===== config.mk =====
export PLATFORM = sky130hd
export DESIGN_NAME = alu_2bit_golden
export DESIGN_NICKNAME = d
export VERILOG_FILES = /design/src/rtl/alu_2bit_checker_pkg.sv /design/src/rtl/alu_2bit_checker_golden.sv
export SDC_FILE = /design/constraint.sdc
export NUM_CORES = 1
export LEC_CHECK = 0
export BUFFER_PORTS_ARGS = -buffer_cell sky130_fd_sc_hd__clkbuf_2
export CAP_MARGIN = 20
export CELL_PAD_IN_SITES_DETAIL_PLACEMENT = 1
export CELL_PAD_IN_SITES_GLOBAL_PLACEMENT = 1
export CORE_AREA = 2 2 39 41
export DETAILED_ROUTE_END_ITERATION = 10
export DIE_AREA = 0 0 41 43
export GPL_TIMING_DRIVEN = 0
export PLACE_DENSITY = 0.89
export SLEW_MARGIN = 20
export SYNTH_ARGS = -nofsm -noshare
export SYNTH_HDL_FRONTEND = slang
export SYNTH_SLANG_ARGS = --single-unit

===== constraint.sdc =====
create_clock -name vclk -period 5.1
set_input_delay 0.51 -clock vclk [all_inputs]
set_output_delay 0.51 -clock vclk [all_outputs]
set_load 0.02 [all_outputs]

===== src/rtl/alu_2bit_checker_pkg.sv =====
// Shared definitions for the 2-bit Hack ALU sweep checker:
// opcode control table, sweep sizes and FSM state encoding.
package alu_2bit_checker_pkg;

  localparam int N_OPS = 18;
  localparam int N_VEC = 288;

  localparam logic [4:0] LAST_OP = 5'(N_OPS - 1);
  localparam logic [3:0] LAST_XY = 4'd15;

  typedef enum logic [1:0] {
    S_IDLE   = 2'd0,
    S_SETTLE = 2'd1,
    S_CHECK  = 2'd2,
    S_DONE   = 2'd3
  } state_e;

  typedef struct packed {
    logic [1:0] out;
    logic       zr;
    logic       ng;
  } alu_res_t;

  // {zx,nx,zy,ny,f,no} for each opcode index
  function automatic logic [5:0] op_ctrl(input logic [4:0] op);
    logic [5:0] c;
    case (op)
      5'd0:    c = 6'b101010;
      5'd1:    c = 6'b111111;
      5'd2:    c = 6'b111010;
      5'd3:    c = 6'b001100;
      5'd4:    c = 6'b110000;
      5'd5:    c = 6'b001101;
      5'd6:    c = 6'b110001;
      5'd7:    c = 6'b001111;
      5'd8:    c = 6'b110011;
      5'd9:    c = 6'b011111;
      5'd10:   c = 6'b110111;
      5'd11:   c = 6'b001110;
      5'd12:   c = 6'b110010;
      5'd13:   c = 6'b000010;
      5'd14:   c = 6'b010011;
      5'd15:   c = 6'b000111;
      5'd16:   c = 6'b000000;
      5'd17:   c = 6'b010101;
      default: c = 6'b000000;
    endcase
    return c;
  endfunction

endpackage


===== src/rtl/alu_2bit_checker_golden.sv =====
// Reference model: expected Hack ALU result, zero and negative
// flags for an opcode index and 2-bit operands.
module alu_2bit_golden
  import alu_2bit_checker_pkg::*;
(
  input  logic [4:0] op,
  input  logic [1:0] x,
  input  logic [1:0] y,
  output logic [1:0] res,
  output logic       zr,
  output logic       ng
);

  always_comb begin
    res = 2'd0;
    case (op)
      5'd0:    res = 2'd0;
      5'd1:    res = 2'd1;
      5'd2:    res = 2'd3;
      5'd3:    res = x;
      5'd4:    res = y;
      5'd5:    res = ~x;
      5'd6:    res = ~y;
      5'd7:    res = 2'd0 - x;
      5'd8:    res = 2'd0 - y;
      5'd9:    res = x + 2'd1;
      5'd10:   res = y + 2'd1;
      5'd11:   res = x - 2'd1;
      5'd12:   res = y - 2'd1;
      5'd13:   res = x + y;
      5'd14:   res = x - y;
      5'd15:   res = y - x;
      5'd16:   res = x & y;
      5'd17:   res = x | y;
      default: res = 2'd0;
    endcase
    zr = (res == 2'd0);
    ng = res[1];
  end

endmodule


=== Yosys cells after proc, flatten, opt, wreduce, memory -nomap -nowiden ===
Cells that the tools add are included.

* Register bits after elaboration: 0
* Bits of input ports: 9
* Logic and storage cells: 32

* Add/sub/neg operators: 9
* Eq/ne operators: 17
* Multiplexer cells: 1
* Bitwise operators: 4
* Reduce and logical (&&, ||, !) cells: 1

{| class="wikitable"
|+ Operator list
! operator !! number
|-
| $eq 5x4->1 const B || 8
|-
| $pmux 2 s17 || 1
|-
| $eq 5x3->1 const B || 4
|-
| $eq 5x2->1 const B || 2
|-
| $eq 5x5->1 const B || 2
|-
| $eq 5x1->1 const B || 1
|-
| $add 2x1->2 const B || 2
|-
| $not 2->2 || 2
|-
| $sub 1x2->2 const A || 2
|-
| $sub 2x1->2 const B || 2
|-
| $sub 2x2->2 || 2
|-
| $add 2x2->2 || 1
|-
| $and 2x2->2 || 1
|-
| $logic_not 2->1 || 1
|-
| $or 2x2->2 || 1
|}

=== Logic depth before layout (Yosys ltp) ===
* Depth in word-level cells: 3
* Gate-level depth with buffers: 11

=== Least setup slack after synthesis ===
No wires, ideal clock.

* Path kind: input to output
* Start: input port op[2]
* End: output port res[1]
* Arrival: 2807 ps
* Path slack: 1783 ps
* Stages on the path: 11
* Buffers on the path: 3
* Cells stage by stage: buf_2 clkbuf_1 nand2_1 or3_1 ha_1 xor2_1 or3_1 o32a_1 a31oi_1 or2_1 buf_4

* Word-level cells in the longest chain between the ends: 2
* Elaborated cells between the ends (all ways): 18
* Classes of those cells: 17 x eq/ne; 1 x mux

{| class="wikitable"
|+ Ends and longest elaborated chain
! what !! RTL line !! source
|-
| start: declaration || alu_2bit_checker_golden.sv:6 || <nowiki>input logic [4:0] op,</nowiki>
|-
| $eq 5x5->1, or another cell as far along || alu_2bit_checker_golden.sv:16 || <nowiki>case (op)</nowiki>
|-
| $pmux 2 s17 (*) || alu_2bit_checker_golden.sv:16 ||
|-
| end: declaration || alu_2bit_checker_golden.sv:9 || <nowiki>output logic [1:0] res,</nowiki>
|}

Mark *: on every way between the ends. The rest lies on a longest branch, timed or not.

=== Final worst setup path ===
Ends and elaborated chain as after synthesis.

==> flow_results.org <==
** Outcome
- The run finished with clean final reports.

** Timing
- The count of pins over their slew limit came to 0.
- The worst pin sits at a relative slew slack of between 60% and 70%.
- Final sum of negative setup slack :: 0 ns
- Setup violations remaining at the end of the flow were counted as 0.
- At the pin with the least slew margin, the transition time is roughly 0.45 ns.
- Setup repair after global routing missed its margin :: false
- The number of failing hold endpoints at the final stage was 0.
- Based on the critical path, the design can be clocked at up to roughly 280 MHz.
- Across all setup checks in the final design, the least slack found is around 1.5 ns.
- Smallest hold slack :: between 1.5 and 2 ns
- The worst path uses 70.8% of the clock period.
- Subtracting the final worst setup slack from the clock period gives 3.61 ns.

** Floorplanning
- Area enclosed by the die boundary :: around 1800 sq um
- IO Pins :: 13
- In this run the core area contains 14 standard-cell rows.
- For this configuration, the core starts out at a cell density of 36.1%.
- The floorplan step defined a core boundary enclosing ~1400 sq um.
- The die is about 40 um wide.
- Measured along the y axis, the die boundary spans about 43 um.

** Global routing
- Via count of the first global-routing pass :: between 500 and 600
- Summed over all layers, the global routing overflow is 0.
- Entering global routing, the biggest net connects 11 pins.
- First-pass GRT wire length :: 2510 um
- GRT Resource Usage Total :: 19.3%
- The number of antenna violations at the first check in global routing came to 0.

** Routing
- Post-detailed-route wirelength per cell :: between 15 and 20 um
- Detailed-route wire length :: roughly 1600 um
- Dividing the detail-routed via count by the number of cells gives about 6.
- Vias :: between 600 and 700
- Count of unresolved DRC violations after routing :: 0
- The count of nets left with antenna violations once routing finished came out at 0.
- First-pass iteration count of the detailed router :: 4
- Initial drt markers :: 13

** Layout
- Fraction of final layout cells with drive strength greater than 1 :: between 10% and 20%
- Antenna Cells :: 0
- Counting the clock-network buffers in the layout gives 0.
- From synthesis to final layout, the design area changed by 14.0%.
- FF+latch count :: 0
- Area of all placed cells without fillers :: ~570 sq um
- Final core occ :: just over 40%
- Registers take 0 sq um.
- Final nets :: between 90 and 100

** Logic synthesis
- Sequential area share after synthesis :: 0%
- Post-synth design cell area :: 499 sq um
- A synthesized cell averages 6.57 sq um.
- The netlist uses 41 different library cells.
- The cell count after synthesis came out at between 70 and 80.
- Number of synthesis warnings :: 0
- Synthesized Nets :: 87

** Critical path
- Required time of the worst setup path :: between 4 and 5 ns
- Endpoint type of the worst setup path :: primary output
- The setup path with the least slack is of type input port to primary output.
- Of all nets on the critical path, the largest fanout is 10.
- STA classifies the critical path startpoint as an input port.
- Data arrival time at the worst-slack endpoint :: between 3 and 4 ns

** CTS
- Gates resized during post-CTS repair numbered 0.
- Number of buffers inserted for hold repair after clock tree synthesis :: 0
- Buffer count from post-CTS setup fixing :: 0

** Placed design
- Pre-CTS setup slack :: 1.48 ns
- The count of buffers added on input and output ports is 10.
- After legalization and detailed placement, the total HPWL measured around 1300 um.
- Placed instance area :: roughly 570 sq um
- Weighted congestion reported at the end of routability-driven placement :: roughly 0.8

** Hold path
- The path with the worst hold slack has its endpoint at res[0].
- The path class of the tightest hold or removal check is input port to primary output.
- Counting instances, the worst hold path has a depth of 3.
- Worst min-delay path startpoint :: op[3]

** Power and ir drop
- For this design the static power due to leakage is approximately 0.23 nW.
- Areal power density over the cells :: roughly 100 nW/um^2
- Across the VDD grid, the largest voltage drop is between 0.02 and 0.025 mV.

** Run
- Maximum Capacitance Violations :: 0
## cell usage in the layout (no fill, tap or decap), drive strengths merged, types with 3 or more instances in the layout
cell type,instances
a21oi,3
buf,4
clkbuf,14
inv,4
nand2,6
nand2b,3
nor2,7
nor3,3
o311ai,3
or2,3
or3,3
xnor2,4
xor2,4
## routing by layer
metal | up-vias | GRT usage [%] | wire length [um]
li1 | 301 | - | -
met3 | 0 | 1.57 | 60
met5 | - | 0 | 0
met2 | 17 | 35.0 | 846
met4 | 0 | 2.00 | 0
met1 | 301 | 23.7 | 676
## critical path: stages
cell and delay [ns]:
sky130_fd_sc_hd__buf_2 0.14, sky130_fd_sc_hd__clkbuf_1 0.38, sky130_fd_sc_hd__nand2_1 0.08, sky130_fd_sc_hd__or3_1 0.33, sky130_fd_sc_hd__ha_1 0.20, sky130_fd_sc_hd__xor2_1 0.16
sky130_fd_sc_hd__or3_1 0.34, sky130_fd_sc_hd__o32a_1 0.29, sky130_fd_sc_hd__a31oi_1 0.25, sky130_fd_sc_hd__or2_1 0.16, sky130_fd_sc_hd__buf_4 0.10, sky130_fd_sc_hd__clkbuf_2 0.15
## Yosys cell counts, types with 2 or more instances
| master | n | area [sq um] |
|---|---|---|
| sky130_fd_sc_hd__nand2_1 | 6 | 22.5 |
| sky130_fd_sc_hd__nor2_1 | 6 | 22.5 |
| sky130_fd_sc_hd__clkbuf_1 | 4 | 15.0 |
| sky130_fd_sc_hd__inv_1 | 4 | 15.0 |
| sky130_fd_sc_hd__xnor2_1 | 4 | 35.0 |
| sky130_fd_sc_hd__xor2_1 | 4 | 35.0 |
| sky130_fd_sc_hd__a21oi_1 | 3 | 15.0 |
| sky130_fd_sc_hd__nand2b_1 | 3 | 18.8 |
| sky130_fd_sc_hd__nor3_1 | 3 | 15.0 |
| sky130_fd_sc_hd__or3_1 | 3 | 18.8 |
| sky130_fd_sc_hd__a31oi_1 | 2 | 12.5 |
| sky130_fd_sc_hd__a32oi_1 | 2 | 17.5 |
| sky130_fd_sc_hd__buf_2 | 2 | 10.0 |
| sky130_fd_sc_hd__ha_1 | 2 | 25.0 |
| sky130_fd_sc_hd__o311ai_1 | 2 | 17.5 |
## through the flow
step,std cells,power [mW]
after floorplan,76,0.0402
after global placement,102,0.0553
after detailed placement,102,0.0573
after CTS,102,0.0575
after global routing,102,0.0629
final,102,0.0577
## cell type report
class	instances	area, sq um
Fill cell	190	815
Multi-Input combinational cell	64	440
Timing Repair Buffer	10	50.0
Buffer	8	43.8
Tap cell	16	20.0
Inverter	4	15.0
## worst max-delay path by stage
| stage | start | to | slack (ns) | cells after the start |
|---|---|---|---|---|
| finish | op[2] | res[1] | 1.49 | 12 |
| global route | op[2] | res[1] | 1.30 | 12 |
| floorplan | op[2] | res[1] | 1.78 | 11 |
| CTS | op[2] | res[1] | 1.48 | 12 |
| global placement | op[2] | res[1] | 1.55 | 12 |
| detailed placement | op[2] | res[1] | 1.48 | 12 |
## power breakdown
group,switching [mW],total (mW),internal (mW)
clock network,0,0,0
registers,0,0,0
logic,0.0345,0.0577,0.0231
total,0.0345,0.0577,0.0231
## logic make-up (layout without fill, tap and decap cells)
group,Yosys count,count (layout),synth area share (%)
compound gates,20,20,30.1
mux,1,1,2.01
fa+ha+maj,2,2,5.01
simple gates,33,33,37.1
buf+inv,12,22,11.8
xor+xnor,8,8,14.0
Note: power is estimated with default switching activity, not from simulation.
